===== src/rtl/mul_div_unit.sv =====
`default_nettype none
// ============================================================================
// mul_div_unit : HI/LO multiply / multiply-accumulate / restoring-divide unit
// Revision     : 1.0
// ============================================================================
module mul_div_unit #(
  parameter int WIDTH   = 32,
  parameter int MUL_LAT = 5
) (
  input  logic             clk,
  input  logic             reset,
  input  logic             start,
  input  logic [3:0]       op,
  input  logic [WIDTH-1:0] a,
  input  logic [WIDTH-1:0] b,
  input  logic             flush,
  output logic             busy,
  output logic [WIDTH-1:0] hi,
  output logic [WIDTH-1:0] lo,
  output logic [WIDTH-1:0] out
);

  localparam int CNT_W = 7;

  localparam logic [3:0] OP_MULT  = 4'd0;
  localparam logic [3:0] OP_MULTU = 4'd1;
  localparam logic [3:0] OP_DIV   = 4'd2;
  localparam logic [3:0] OP_DIVU  = 4'd3;
  localparam logic [3:0] OP_MFHI  = 4'd4;
  localparam logic [3:0] OP_MFLO  = 4'd5;
  localparam logic [3:0] OP_MTHI  = 4'd6;
  localparam logic [3:0] OP_MTLO  = 4'd7;
  localparam logic [3:0] OP_MADD  = 4'd8;
  localparam logic [3:0] OP_MADDU = 4'd9;
  localparam logic [3:0] OP_MSUB  = 4'd10;
  localparam logic [3:0] OP_MSUBU = 4'd11;

  typedef enum logic [1:0] {S_IDLE, S_MUL, S_DIV, S_FIX} state_t;

  state_t               state;
  logic [CNT_W-1:0]     count;
  logic [WIDTH-1:0]     opa, opb;
  logic                 mul_signed, mul_acc, mul_sub;
  logic [2*WIDTH-1:0]   acc;
  logic [WIDTH-1:0]     rem, quo, dvs;
  logic                 q_neg, r_neg;

  // Multiply datapath: operands widened to 2*WIDTH so the truncated product
  // is correct modulo 2^(2*WIDTH) for both signed and unsigned forms.
  logic [2*WIDTH-1:0]   ext_a, ext_b, prod, mul_result;
  assign ext_a = mul_signed ? {{WIDTH{opa[WIDTH-1]}}, opa} : {{WIDTH{1'b0}}, opa};
  assign ext_b = mul_signed ? {{WIDTH{opb[WIDTH-1]}}, opb} : {{WIDTH{1'b0}}, opb};
  assign prod  = ext_a * ext_b;
  assign mul_result = !mul_acc ? prod : (mul_sub ? acc - prod : acc + prod);

  // One restoring-divide step; remainder stays below divisor so diff fits WIDTH.
  logic [WIDTH:0]       partial;
  logic                 fits;
  logic [WIDTH-1:0]     diff;
  assign partial = {rem, quo[WIDTH-1]};
  assign fits    = partial >= {1'b0, dvs};
  assign diff    = partial[WIDTH-1:0] - dvs;

  logic                 a_neg, b_neg;
  logic [WIDTH-1:0]     a_mag, b_mag;
  assign a_neg = (op == OP_DIV) && a[WIDTH-1];
  assign b_neg = (op == OP_DIV) && b[WIDTH-1];
  assign a_mag = a_neg ? -a : a;
  assign b_mag = b_neg ? -b : b;

  assign busy = (state != S_IDLE);
  assign out  = (op == OP_MFHI) ? hi : (op == OP_MFLO) ? lo : '0;

  always_ff @(posedge clk) begin
    if (reset) begin
      state      <= S_IDLE;
      count      <= '0;
      hi         <= '0;
      lo         <= '0;
      opa        <= '0;
      opb        <= '0;
      mul_signed <= 1'b0;
      mul_acc    <= 1'b0;
      mul_sub    <= 1'b0;
      acc        <= '0;
      rem        <= '0;
      quo        <= '0;
      dvs        <= '0;
      q_neg      <= 1'b0;
      r_neg      <= 1'b0;
    end else if (flush) begin
      state <= S_IDLE;
    end else begin
      case (state)
        S_IDLE: begin
          if (start) begin
            case (op)
              OP_MULT, OP_MULTU, OP_MADD, OP_MADDU, OP_MSUB, OP_MSUBU: begin
                opa        <= a;
                opb        <= b;
                mul_signed <= (op == OP_MULT) || (op == OP_MADD) || (op == OP_MSUB);
                mul_acc    <= op[3];
                mul_sub    <= op[3] & op[1];
                acc        <= {hi, lo};
                count      <= CNT_W'(MUL_LAT - 1);
                state      <= S_MUL;
              end
              OP_DIV, OP_DIVU: begin
                opa   <= a;
                quo   <= a_mag;
                dvs   <= b_mag;
                rem   <= '0;
                q_neg <= a_neg ^ b_neg;
                r_neg <= a_neg;
                count <= CNT_W'(WIDTH - 1);
                state <= S_DIV;
              end
              OP_MTHI: hi <= a;
              OP_MTLO: lo <= a;
              default: ;
            endcase
          end
        end
        S_MUL: begin
          if (count == '0) begin
            {hi, lo} <= mul_result;
            state    <= S_IDLE;
          end else begin
            count <= count - 1'b1;
          end
        end
        S_DIV: begin
          rem <= fits ? diff : partial[WIDTH-1:0];
          quo <= {quo[WIDTH-2:0], fits};
          if (count == '0) state <= S_FIX;
          else             count <= count - 1'b1;
        end
        S_FIX: begin
          // Divide by zero bypasses sign correction and reports all-ones / dividend.
          if (dvs == '0) begin
            lo <= '1;
            hi <= opa;
          end else begin
            lo <= q_neg ? -quo : quo;
            hi <= r_neg ? -rem : rem;
          end
          state <= S_IDLE;
        end
        default: state <= S_IDLE;
      endcase
    end
  end

endmodule
`default_nettype wire


===== config.mk =====
export PLATFORM = sky130hd
export DESIGN_NAME = mul_div_unit
export DESIGN_NICKNAME = d
export VERILOG_FILES = /design/src/rtl/mul_div_unit.sv
export SDC_FILE = /design/constraint.sdc
export NUM_CORES = 2
export LEC_CHECK = 0
export CORE_ASPECT_RATIO = 0.8
export CORE_MARGIN = 3
export CORE_UTILIZATION = 55
export CTS_CLUSTER_SIZE = 30
export DETAILED_ROUTE_END_ITERATION = 16
export PLACE_DENSITY = 0.72
export SKIP_LAST_GASP = 1
export SYNTH_ARGS = -nofsm -noshare
export SYNTH_HDL_FRONTEND = slang
export SYNTH_SLANG_ARGS = --single-unit

===== constraint.sdc =====
create_clock -name clk -period 13.6 [get_ports clk]
set_clock_uncertainty 0.15 [all_clocks]
set_input_delay 1.36 -clock clk [delete_from_list [all_inputs] [get_ports clk]]
set_output_delay 1.36 -clock clk [all_outputs]
set_load 0.05 [all_outputs]

Yosys cells after proc, flatten, opt, wreduce, memory -nomap -nowiden
Index checks and enable logic that the tools add are counted.
{"block": "totals", "ff_bits": 302, "input_bits": 72}
{"block": "op_classes", "mux": 36, "n_addsub": 8, "eq_ne": 22, "bitwise_logic": 3, "magnitude_cmp": 1, "n_mul": 1, "reduce_logical": 25}
{"operator": "$mux W32", "count": 19}
{"operator": "$mux W64", "count": 4}
{"operator": "$pmux W32 S3", "count": 2}
{"operator": "$neg A32 Y32", "count": 4}
{"operator": "$pmux W32 S2", "count": 2}
{"operator": "$add A64 B64 Y64", "count": 1}
{"operator": "$mul A64 B64 Y64", "count": 1}
{"operator": "$sub A64 B64 Y64", "count": 1}
{"operator": "$ge A33 B32 Y1", "count": 1}
{"operator": "$logic_not A32 Y1", "count": 1}
{"operator": "$sub A32 B32 Y32", "count": 1}
{"operator": "$pmux W7 S2", "count": 2}
{"operator": "$reduce_and A4 Y1", "count": 5}
{"operator": "$eq A4 B3 Y1 const B", "count": 4}
{"operator": "$eq A4 B4 Y1 const B", "count": 4}
{"operator": "$reduce_and A5 Y1", "count": 3}
{"operator": "$mux W7", "count": 2}
{"operator": "$eq A4 B2 Y1 const B", "count": 2}
{"operator": "$ne A2 B2 Y1 const B", "count": 4}
{"operator": "$pmux W2 S4", "count": 1}
{"operator": "$reduce_or A8 Y1", "count": 1}
{"operator": "$logic_not A7 Y1", "count": 1}
{"operator": "$sub A7 B1 Y7 const B", "count": 1}
{"operator": "$mux W2", "count": 3}
{"operator": "other kinds (17)", "count": 26}

Logic depth before layout (Yosys ltp)
{"block": "logic_depth", "word_depth": 7, "mapped_depth": 55}

Worst setup path before layout
Ideal clock, no wire load.
{"block": "synth_timing", "path_kind": "flip-flop to flip-flop", "startpoint": "reg opb[1]", "endpoint": "reg hi[31]", "arrival_time_ns": 11.920, "required_ns": 13.316, "n_path_buf": 3, "slack_ns": 1.396, "synth_period_minus_slack_ns": 12.204, "path_stages_with_launch": 47, "cell_sequence": "dfxtp_1 -> clkbuf_1 -> clkbuf_1 -> nand2_1 -> fa_1 -> inv_1 -> fa_1 -> fa_1 -> fa_1 -> fa_1 -> inv_1 -> fa_1 -> inv_1 -> fa_1 -> inv_1 -> fa_1 -> inv_1 -> fa_1 -> [11 not listed] -> and4b_1 -> and2_1 -> and3b_1 -> nor2_1 -> xor2_1 -> ha_1 -> clkbuf_1 -> a21oi_1 -> nand2_1 -> a21o_1 -> or4_1 -> o21ai_0 -> a211oi_1 -> nor4_1 -> or3_1 -> nor3_1 -> mux2_4 -> or4_1"}
{"block": "synth_via", "elab_chain_cells": 7}
{"element": "start, declared", "line_no": "42", "source": "logic [WIDTH-1:0] opa, opb;"}
{"element": "start signal, assigned", "line_no": "81", "source": "opb <= '0;"}
{"element": "start signal, assigned", "line_no": "100", "source": "opb <= b;"}
{"element": "$mux W64 (*)", "line_no": "52", "source": "assign ext_b = mul_signed ? {{WIDTH{opb[WIDTH-1]}}, opb} : {{WIDTH{1'b0}}, opb};"}
{"element": "$mul A64 B64 Y64 (*)", "line_no": "53", "source": "assign prod = ext_a * ext_b;"}
{"element": "$add A64 B64 Y64 or $sub A64 B64 Y64 (tied branches)", "line_no": "54", "source": "assign mul_result = !mul_acc ? prod : (mul_sub ? acc - prod : acc + prod);"}
{"element": "$mux W64", "line_no": "54"}
{"element": "$mux W64 (*)", "line_no": "54"}
{"element": "$mux W32 (*)", "line_no": "125", "source": "if (count == '0) begin"}
{"element": "$pmux W32 S3 (*)", "line_no": "94", "source": "case (state)"}
{"element": "end signal, assigned", "line_no": "126", "source": "{hi, lo} <= mul_result;"}
{"element": "end signal, assigned", "line_no": "142", "source": "hi <= opa;"}
{"element": "end signal, assigned", "line_no": "145", "source": "hi <= r_neg ? -rem : rem;"}
{"element": "end, declared", "line_no": "18", "source": "output logic [WIDTH-1:0] hi,"}
Every way passes the cells marked *; elsewhere a longest branch is shown, timed or not. The select of a mux whose other input is x is not followed.
A chain may end at the register's enable or synchronous reset.

Worst setup path in the final report
{"block": "layout_timing", "startpoint": "reg opa[11]", "endpoint": "reg hi[31]"}
{"block": "layout_via", "elab_chain_cells": 7}
{"element": "start, declared", "line_no": "42"}
{"element": "start signal, assigned", "line_no": "80", "source": "opa <= '0;"}
{"element": "start signal, assigned", "line_no": "99", "source": "opa <= a;"}
{"element": "start signal, assigned", "line_no": "109", "source": "opa <= a;"}
{"element": "$mux W64 (*)", "line_no": "51", "source": "assign ext_a = mul_signed ? {{WIDTH{opa[WIDTH-1]}}, opa} : {{WIDTH{1'b0}}, opa};"}
{"element": "$mul A64 B64 Y64 (*)", "line_no": "53"}
{"element": "$add A64 B64 Y64 or $sub A64 B64 Y64 (tied branches)", "line_no": "54"}
{"element": "$mux W64", "line_no": "54"}
{"element": "$mux W64 (*)", "line_no": "54"}
{"element": "$mux W32 (*)", "line_no": "125"}
{"element": "$pmux W32 S3 (*)", "line_no": "94"}
Marks and branches as above.

==> impl_metrics.csv <==
group,metric,value,unit
run_status,status,"finished, final reports clean",
detailed_routing,drtAntennaViolNets,0,
timing,drv_slew,0,
floorplan,core,126000,um^2
floorplan,row_count,116,
setup_path,path_delay_family,"adder cells",
timing,finalSetupTns,0,ps
synth,synth-edff-count,0,
grt,grt_max_degree,190,
cts,ctsHoldBuffers,0,
synth,syn_area_per_cell,8.55,um^2
timing,setup_viol,0,
setup_path,worst_r2r_path_depth,49,
detailed_routing,via_per_inst,5.84,
timing,finalWorstSetupSlack,604,ps
power_and_ir_drop,clkPwrFrac,32.2,%
power_and_ir_drop,irDropWorstVdd,83.3,uV
timing,timing.hold.ws,311,ps
detailed_routing,drc_errors,0,
synth,synth-seq-area-share,8.64,%
detailed_routing,vias,57693,
cts,clockRootBuffer,"clkbuf_16",
synth,synthDistinctLibCells,93,
placement,io_buffers,168,
synth,synth-async-reset-ratio,0,%
layout,final_cell_mix,"inv_1, fa_1, nand2_1",
grt,overflow,0,
timing,worstMarginPinSlew,1160,ps
power_and_ir_drop,p_int,2030,uW
synth,syn_inst,8191,
setup_path,reg2reg_to,"hi[31]",
cts,clk_latency,570,ps
floorplan,dieArea,132000,um^2
setup_path,crit_arrival,13280,ps
synth,yosys_register_bits,302,
floorplan,ios,169,
power_and_ir_drop,comb_power_share,39.6,%
setup_path,rr_startpoint,"opa[11]",
timing,max_slew_margin,22.6,%
setup_path,worstSetupStartpoint,"opa[11]",
setup_path,crit_path_top_delay_cell,"or4_4",
timing,fin_crit_sh,95.6,%
setup_path,cp-start-kind,"flop",
detailed_routing,post_drt_wl_per_cell,23.9,um
timing,min_period,13000,ps
floorplan,die_w,405,um
placement,dp_hpwl,190000,um
power_and_ir_drop,p_seq_share,28.2,%
cts,path_clk_slew,70,ps
power_and_ir_drop,power.switching,1330,uW
setup_path,path_max_fanout,26,
detailed_routing,drt_iter0_markers,5880,
setup_path,cp-end-kind,"flop",
placement,pre_cts_ws,-22.4,ps
layout,nNetsFinal,10105,
synth,yosys_warnings,0,
grt,grt_pass1_wl,363000,um
grt,grtUsageTotal,36.4,%
cts,cts_tree,"built",
setup_path,crit_buf_inv,10,
setup_path,cp.required,13890,ps
worst_hold_path,whs_endpoint,"opb[20]",
synth,synth_area,70000,um^2
setup_path,path_class,"reg2reg",
floorplan,fp.dieH,325,um
layout,synthToLayoutAreaGrowth,7.99,%
timing,rsz0062_at_grt,"yes",
cts,cts_buffers,36,
setup_path,critPathMaxStageDelay,590,ps
grt,antenna_found_initial,15,
power_and_ir_drop,sw_frac_of_total,39.7,%
grt,grt_pass1_vias,59074,
synth,syn_nets,10103,
setup_path,cp_common_cell,"fa_1",
floorplan,start_util,55.7,%
worst_hold_path,hp-start,"opb[20]",
worst_hold_path,hp-class,"reg2reg",
timing,max_freq,76.9,MHz
setup_path,cp.depth,49,
detailed_routing,drt_first_pass_iters,6,
power_and_ir_drop,powerDensity,44.5,nW/um^2
cts,htreeDepth,2,
setup_path,reg2reg_slack,600,ps
cts,clock-sinks,302,
flow_run,drv_cap,0,
timing,hold_viol_final,0,
cts,cts_buffer_depth,3,
layout,final_util,60.1,%
power_and_ir_drop,p_leak,0.0367,uW
synth,synthFlopType,"dfxtp_1",
placement,gp_congestion,1.00,
layout,layout-drive-gt1-share,4.55,%
worst_hold_path,whs_path_depth,2,
layout,final_common_cell,"inv_1",
detailed_routing,wirelength,236000,um
==> power by group through the flow <==
stage / Clock, uW / Combinational, uW / Sequential [uW]
6_report: 1080 / 1330 / 948
5_1_grt: 1120 / 1440 / 947
4_1_cts: 1080 / 1300 / 945
3_5_place_dp: 0 / 1290 / 965
3_3_place_gp: 0 / 1290 / 964
2_1_floorplan: 0 / 843 / 964
==> logic make-up after synthesis <==
logic type	synth area share, %
adders and majority gates	48.3
DFF	8.64
and+or+nand+nor	16.4
muxes	0.441
buffers and inverters	11.0
xor gates and xnor gates	4.51
AOI/OAI and AO/OA	10.7
==> cell usage after synthesis, types with 9 or more instances <==
master,number,area (um^2)
nand2b_1,38,238
nor3_1,91,455
a22oi_1,10,75.1
or4_1,20,150
nand3b_1,9,67.6
a22o_1,36,315
a21o_1,97,728
and3_1,47,294
nor2_1,356,1340
mux2_2,11,124
o31ai_1,37,278
fa_1,1435,28700
nand3_1,57,285
o21bai_1,23,173
dfxtp_1,302,6050
buf_1,20,75.1
clkbuf_1,408,1530
o2111ai_1,11,96.3
a311oi_1,22,193
a21oi_1,458,2290
o21ai_0,220,1100
nand2_1,1114,4180
inv_1,1620,6080
xnor2_1,212,1860
nor4_1,23,144
nor2b_1,32,200
xor2_1,145,1270
a31oi_1,28,175
or2_2,9,56.3
nand4_1,21,131
a211oi_1,59,443
a221oi_1,22,193
or3_1,26,163
o41ai_1,17,149
mux2i_1,17,170
o21a_1,19,143
ha_1,405,5070
o211ai_1,34,255
and2_1,546,3420
==> repair_timing <==
action,CTS,global route
gates resized for setup,2,15
endpoints found under the hold margin,0,0
setup buffers,0,1
endpoints found under the setup margin,2,8
pin swaps,0,1
==> layer usage <==
metal	part of all wire, %	GRT usage [%]	vias up
met5	0.026	0.0731	-
met4	4.5	13.5	8
met3	11	9.53	503
met2	43	54.0	3034
met1	41	51.3	28923
li1	-	-	25225
==> state kept, by name (all words and copies together) (netlist names), 2 cells and up <==
name	cells
quo	32
dvs	32
opa	32
count	7
acc	64
rem	32
opb	32
lo	32
hi	32
state	2
==> worst reg2reg max path: cells and delay by family, from the launching register on <==
family / cells / cell delay, ps
multiplexers: 1 / 280
adder cells (fa/ha/maj): 12 / 5100
XOR/XNOR: 2 / 440
flip-flops: 1 / 480
AO/OA/AOI/OAI: 10 / 1880
AND/OR/NAND/NOR: 14 / 3290
buffers and inverters: 10 / 1250
==> worst max path at each step <==
stage | end | slack (ps)
6_report | hi[31] | 600
5_1_grt | hi[30] | -40
4_1_cts | hi[31] | 60
3_5_place_dp | hi[31] | -20
3_3_place_gp | hi[31] | -120
2_1_floorplan | hi[31] | 1400
==> cell type report <==
type / count / area [um^2]
Antenna cell: 4 / 10.0
Timing Repair Buffer: 397 / 3740
Multi-Input combinational cell: 5835 / 56400
Clock inverter: 15 / 216
Clock buffer: 50 / 1060
Tap cell: 1652 / 2070
Inverter: 1621 / 6080
Sequential cell: 302 / 6070
Fill cell: 11133 / 50100
==> stage by stage <==
step / area (um^2) / total power, uW / std cells
after floorplan: 70000 / 1810 / 8191
after detailed placement: 74300 / 2260 / 9806
after global routing: 75600 / 3510 / 9872
after global placement: 74300 / 2260 / 9806
after CTS: 75500 / 3330 / 9871
final: 75600 / 3360 / 9876
No activity file was read; power rests on OpenSTA's default activity.
